<file path="src/rtl/led_seq_ctrl.sv">
// led_seq_ctrl: timed pattern engine for the LED bank.
// A configuration arrives over a valid/ready handshake; the block then steps
// the LED register every `per` clocks in SOLID, BLINK, ROTL or ROTR mode,
// either for cfg_count steps (then a one-cycle done pulse) or forever.
// Optional feature macro: LED_SEQ_PAUSE_EN adds a `pause` input that freezes
// a run in place (counter, remaining steps and LEDs) while it is high.
module led_seq_ctrl #(
  parameter int unsigned CLK_DIV = 150000000,
  parameter int unsigned LED_W   = 16,
  parameter int unsigned CNT_W   = 28
) (
  input  logic             clk,
  input  logic             rst,
  input  logic             cfg_valid,
  output logic             cfg_ready,
  input  logic [1:0]       cfg_mode,
  input  logic [LED_W-1:0] cfg_pattern,
  input  logic [CNT_W-1:0] cfg_period,
  input  logic [7:0]       cfg_count,
`ifdef LED_SEQ_PAUSE_EN
  input  logic             pause,
`endif
  output logic [LED_W-1:0] led,
  output logic             busy,
  output logic             step_tick,
  output logic             done
);

  typedef enum logic [1:0] {
    IDLE = 2'd0,
    RUN  = 2'd1,
    DONE = 2'd2
  } state_t;

  typedef enum logic [1:0] {
    SOLID = 2'd0,
    BLINK = 2'd1,
    ROTL  = 2'd2,
    ROTR  = 2'd3
  } mode_t;

  localparam logic [CNT_W-1:0] DEF_PER = CNT_W'(CLK_DIV);
  localparam logic [CNT_W-1:0] ONE_CNT = CNT_W'(1);

  state_t           state;
  mode_t            mode;
  logic [LED_W-1:0] pattern;
  logic [CNT_W-1:0] per;
  logic [CNT_W-1:0] cnt;
  logic [7:0]       steps_left;
  logic             finite;

  logic             accept;
  logic             hold;
  logic [CNT_W-1:0] cfg_per;
  logic [LED_W-1:0] led_next;

  // Pause source: the optional input, or permanently released.
`ifdef LED_SEQ_PAUSE_EN
  assign hold = pause;
`else
  assign hold = 1'b0;
`endif

  // Handshake: accept anywhere except the single DONE cycle.
  always_comb begin
    cfg_ready = (state != DONE);
    accept    = cfg_valid & cfg_ready;
    cfg_per   = (cfg_period == '0) ? DEF_PER : cfg_period;
  end

  // LED value produced by a step edge in the latched mode.
  always_comb begin
    led_next = led;
    unique case (mode)
      SOLID: led_next = led;
      BLINK: led_next = (led == '0) ? pattern : '0;
      ROTL:  led_next = {led[LED_W-2:0], led[LED_W-1]};
      ROTR:  led_next = {led[0], led[LED_W-1:1]};
      default: led_next = led;
    endcase
  end

  // Sequencer FSM with registered outputs; an accept overrides any step edge.
  always_ff @(posedge clk) begin
    if (rst) begin
      state      <= IDLE;
      mode       <= SOLID;
      pattern    <= '0;
      per        <= '0;
      cnt        <= '0;
      steps_left <= '0;
      finite     <= 1'b0;
      led        <= '0;
      busy       <= 1'b0;
      step_tick  <= 1'b0;
      done       <= 1'b0;
    end else begin
      step_tick <= 1'b0;
      done      <= 1'b0;
      if (accept) begin
        mode       <= mode_t'(cfg_mode);
        pattern    <= cfg_pattern;
        per        <= cfg_per;
        cnt        <= cfg_per - ONE_CNT;
        steps_left <= cfg_count;
        finite     <= (cfg_count != 8'd0);
        led        <= cfg_pattern;
        busy       <= 1'b1;
        state      <= RUN;
      end else begin
        unique case (state)
          IDLE: begin
            busy <= 1'b0;
          end
          RUN: begin
            if (!hold) begin
              if (cnt != '0) begin
                cnt <= cnt - ONE_CNT;
              end else begin
                cnt       <= per - ONE_CNT;
                step_tick <= 1'b1;
                led       <= led_next;
                if (finite) begin
                  steps_left <= steps_left - 8'd1;
                  if (steps_left == 8'd1) begin
                    state <= DONE;
                    busy  <= 1'b0;
                    done  <= 1'b1;
                  end
                end
              end
            end
          end
          DONE: begin
            state <= IDLE;
          end
          default: begin
            state <= IDLE;
            busy  <= 1'b0;
          end
        endcase
      end
    end
  end

endmodule

</file>
<file path="config.mk">
export PLATFORM = sky130hd
export DESIGN_NAME = led_seq_ctrl
export DESIGN_NICKNAME = d
export VERILOG_FILES = /design/src/rtl/led_seq_ctrl.sv
export SDC_FILE = /design/constraint.sdc
export NUM_CORES = 1
export LEC_CHECK = 0
export ABC_AREA = 1
export BUFFER_PORTS_ARGS = -buffer_cell sky130_fd_sc_hd__buf_4
export CAP_MARGIN = 20
export CORE_MARGIN = 8
export CORE_UTILIZATION = 59
export CTS_CLUSTER_DIAMETER = 40
export DETAILED_ROUTE_END_ITERATION = 8
export GPL_ROUTABILITY_DRIVEN = 0
export PLACE_DENSITY = 0.81
export SLEW_MARGIN = 5
export SYNTH_ARGS = -nofsm -noshare
export SYNTH_HDL_FRONTEND = slang
export SYNTH_SLANG_ARGS = --single-unit
</file>
<file path="constraint.sdc">
create_clock -name clk -period 2.5 [get_ports clk]
set_input_delay 0.125 -clock clk [delete_from_list [all_inputs] [get_ports clk]]
set_output_delay 0.125 -clock clk [all_outputs]
set_load 0.03 [all_outputs]
</file>
---- Word-level counts from Yosys, hierarchy flattened ----
Index checks and enable logic that the tools add are counted.
Widths: inputs -> output; s select.
storage, ports and cells
  register bits after elaboration ......... 104
  input bits .............................. 57
  output and inout bits ................... 20
  logic and storage cells ................. 78
operators by class
  add/sub/neg operators ................... 4
  equality and inequality tests ........... 17
  multiplexer cells ....................... 25
  bitwise gates (word level) .............. 4
  reductions and logical operators ........ 16
operator list
  operator               count
  $mux 28                4
  $sub 28x1->28 const B  3
  $mux 16                4
  $pmux 16 s3            1
  $mux 8                 4
  $logic_not 28->1       1
  $reduce_bool 28->1     1
  $logic_not 16->1       1
  $ne 2x2->1 const B     8
  $reduce_and 4->1       3
  $ne 3x3->1 const B     3
  $eq 8x1->1 const B     1
  $reduce_bool 8->1      1
  $sub 8x1->8 const B    1
  $mux 1                 7
  $eq 2x2->1 const B     3
  $mux 2                 3
  $reduce_and 3->1       2
  $reduce_or 5->1        1
  $eq 2x1->1 const B     2
  $logic_not 2->1        2
  $pmux 2 s2             1
  $reduce_bool 2->1      2
  $not 1->1              3
  4 further kinds        4

---- Depth between registers and ports, before layout ----
  depth after elaboration ................. 6
  mapped depth ............................ 21
  gate-level depth less buffers ........... 21

---- Least setup slack after synthesis ----
Ideal clock, no wire load.
  kind .................................... register -> register
  from .................................... register cnt[21]
  to ...................................... register cnt[12]
  setup time .............................. 0.114 ns
  data arrival time ....................... 2.013 ns
  slack ................................... 0.374 ns
  cell stages (with the launch flop) ...... 20
  buffers on the path ..................... 0
  clock period less this slack ............ 2.126 ns
  cell sequence ........................... dfxtp_1 > inv_2 > nand2_1 > nor2_2 > nand2_2 > nor2_4 > nand2_1 > inv_2 > nand2_1 > nand2_1 > a21oi_4 > ha_1 > inv_1 > nor2_2 > nand2_1 > nor2_4 > nand2_2 > xor2_1 > o21bai_1 > inv_1
between the ends
  longest elaborated chain between the ends .. 4
ends and longest elaborated chain
  element                   line  RTL
  start: declaration        49    logic [CNT_W-1:0] cnt;
  start signal: assignment  105   cnt <= cfg_per - ONE_CNT;
  start signal: assignment  119   cnt <= cnt - ONE_CNT;
  start signal: assignment  121   cnt <= per - ONE_CNT;
  $reduce_bool 28->1        118   if (cnt != '0) begin
  $mux 28                   118
  $mux 28                   112   unique case (state)
  $mux 28                   101   if (accept) begin
Every way passes these cells. The select of a mux whose other input is x is not followed.
A chain may end at the register's enable or synchronous reset.

---- Worst setup path in the final report ----
  from .................................... register cnt[17]
  to ...................................... register cnt[17]
between the ends
  longest elaborated chain between the ends .. 4
  elaborated cells between the ends (all ways) .. 5
ends and longest elaborated chain
  element                                              line
  $sub 28x1->28 or $reduce_bool 28->1 (tied branches)  119, 118
  $mux 28 *                                            118
  $mux 28 *                                            112
  $mux 28 *                                            101
Mark *: on every way between the ends. The rest lies on a longest branch, timed or not. The select of a mux whose other input is x is not followed.

==> results.toml <==
[logic_synthesis]
syn_avg_cell_area_um2 = 6.50
ys.flop_type = "dfxtp_1"
synth_top_family_by_area = "simple AND/OR/NAND/NOR gates"
netlist-cell-type-count = 45
synth-simple-area-share_pct = 35.6
synth_compound_area_share_pct = 19.5
synth_edf_count = 0
yosys_warnings = 0
synth_top_area_share_pct = 32.1
syn_area_um2 = 6490
synthArstFlopShare_pct = 0
yosys.area_share.xor_xnor_pct = 0.810
seq_area_frac_synth_pct = 32.1
synth_fa_ha_area_share_pct = 0.579
synth_most_common_cell = "nand2_1"
netlist_instances = 998
synth_commonest_cells = "nand2_1, dfxtp_1, nor2_1, inv_1, a21oi_1"
synthMuxAreaShare_pct = 0
ys_ff_latch = 104
synth_area_leaders = "dfxtp_1, nand2_1, a21oi_1"
syn-num-nets = 1058
yosys.area.top_type = "dfxtp_1"

[timing]
rsz0062_at_grt = "false"
hold_viol = 0
tns_ns = 0
setup_ws_ns = 0.205
fmax_mhz = 436
drv_slew = 0
setup_viol = 0
fin_crit_sh_pct = 91.8
skew_ns = 0.00925
relSlewSlack_pct = 48.2
worst_pin_slew_ns = 0.777
fin_crit_ns = 2.29

[power_and_ir_drop]
peakVddDrop_v = 0.000465
powerDensity_nw_per_um2 = 518
total_power_mw = 3.90
p_leak_nw = 3.48

[routing]
drtAntennaViolNets = 0
wl_per_cell_um = 13.8
first_pass_iters = 5
drc = 0
wirelength_um = 16800
viasPerCell = 5.42
drt_first_iter_violations = 560
vias = 6602

[floorplanning]
fp.dieW_um = 121
fp.dieArea_um2 = 14600
start_util_pct = 60.1
coreArea_um2 = 10800
chipHeight_um = 121
num_rows = 38
boundaryPins = 77

[worst_setup_path]
critical_path.max_fanout = 11
cp_data_arrival_time_ns = 2.58
reg2reg_slack_ns = 0.21
critPathKind = "reg2reg"
worst_ep_required_time_ns = 2.78
endpoint_kind = "register"
cp-start-kind = "register"

[clock_network]
numCtsBuffers = 9
cts_sinks = 104
cts_max_level = 3
cts_tree = "built"
clock_latency_ns = 0.39
root_buffer = "clkbuf_8"
clkTransAtPathRegs_ns = 0.10
clockBufferDepth = 2

[grt]
grt-ovfl-total = 0
grt_max_degree = 68
grt_pass1_vias = 6168
track_usage_pct = 23.4
grt_pass1_wl_um = 28500
antenna_found_initial = 0

[min_path]
hp-class = "in2reg"

[place]
portBuffers = 76
dp_hpwl_um = 12100
post-place-ws_ns = 0.126

[job]
maxCapViolCount = 0

[outcome]
status = "finished clean"

[final_layout]
insertedDiodeCount = 0
drive_above_1_share_pct = 21.9
nets = 1134
syn_to_final_growth_pct = 16.2
==> critical path, stage by stage, from the launching register on <==
cell,delay [ns]
dfxtp_1,0.35
inv_2,0.05
nand2_1,0.08
nor2_2,0.06
nand2_2,0.07
nor2_4,0.05
buf_4,0.19
nand3_1,0.09
nand2_1,0.07
nand2_1,0.07
nand2_1,0.13
nor2_2,0.15
nand2_2,0.14
nor2_2,0.21
nand3_1,0.16
nand2_1,0.09
nand2_1,0.05
o21bai_1,0.13
inv_1,0.05
==> metrics by stage <==
step	util, %	instance area [um^2]	cells	hold slack (ns)
global placement	66.3	7160	1186	0.388
CTS	69.2	7460	1215	0.00210
floorplan	-	6490	998	0.269
finish	69.8	7540	1219	0.00803
detailed placement	66.3	7160	1186	0.396
global route	69.8	7540	1219	0.00244
==> path summary, 6_finish.rpt <==
path / startpoint / endpoint / cells after the start
worst max register to register: cnt[17] / cnt[17] / 18
worst max-delay path: cnt[17] / cnt[17] / 18
worst min register to register: pattern[9] / pattern[9] / 2
worst min-delay path: cfg_count[3] / steps_left[3] / 3
==> flip-flops by register name, indices dropped and copies added, names as in the netlist <==
register    flops
state           2
per            28
steps_left      8
cnt            28
finite          1
led            16
step_tick       1
done            1
mode            2
pattern        16
busy            1
==> timing repair <==
item / 4_1_cts / 5_1_grt
hold buffers: 13 / 0
endpoints found under the hold margin: 13 / 0
resized for setup: 0 / 10
setup buffers: 0 / 3
endpoints found under the setup margin: 0 / 11
==> logic make-up after synthesis <==
group / Yosys count
compound gates: 209
xor+xnor: 6
fa+ha+maj: 3
buf+inv: 181
flops: 104
simple gates: 495
==> cell usage in the layout (no fill, tap or decap), drive strengths merged <==
cell type / n
nand3: 63
clkinv: 2
o21bai: 6
a21boi: 5
o21ai: 59
buf: 100
ha: 3
nand4: 6
o22ai: 16
dfxtp: 104
nor3b: 16
o221ai: 1
a31oi: 4
o21a: 1
a311oi: 1
nand3b: 2
a211oi: 4
dlygate4sd3: 13
o211ai: 1
nor2: 126
o31ai: 1
or2: 1
a21oi: 92
nor4: 4
clkbuf: 12
clkinvlp: 2
xnor2: 1
a221oi: 18
inv: 133
xor2: 5
nand2: 273
nor3: 4
==> where the power goes <==
group | total (mW) | internal, mW | switching (mW)
sequential | 1.85 | 1.77 | 0.0734
combinational | 1.07 | 0.396 | 0.672
clock | 0.989 | 0.393 | 0.596
==> per-layer routing <==
layer / share of wire, % / track usage (%) / vias to the layer above
li1: - / - / 3386
met1: 46 / 31.5 / 2964
met2: 45 / 36.4 / 228
met3: 7.5 / 5.26 / 24
met4: 1.4 / 7.34 / 0
met5: 0 / 0 / -
==> cell type report <==
| class | count | area [um^2] |
|---|---|---|
| Inverter | 133 | 499 |
| Tap cell | 140 | 175 |
| Clock buffer | 12 | 145 |
| Clock inverter | 4 | 28.8 |
| Fill cell | 971 | 3260 |
| Multi-Input combinational cell | 713 | 3690 |
| Sequential cell | 104 | 2090 |
| Timing Repair Buffer | 113 | 913 |
Note: power is estimated with default switching activity, not from simulation.
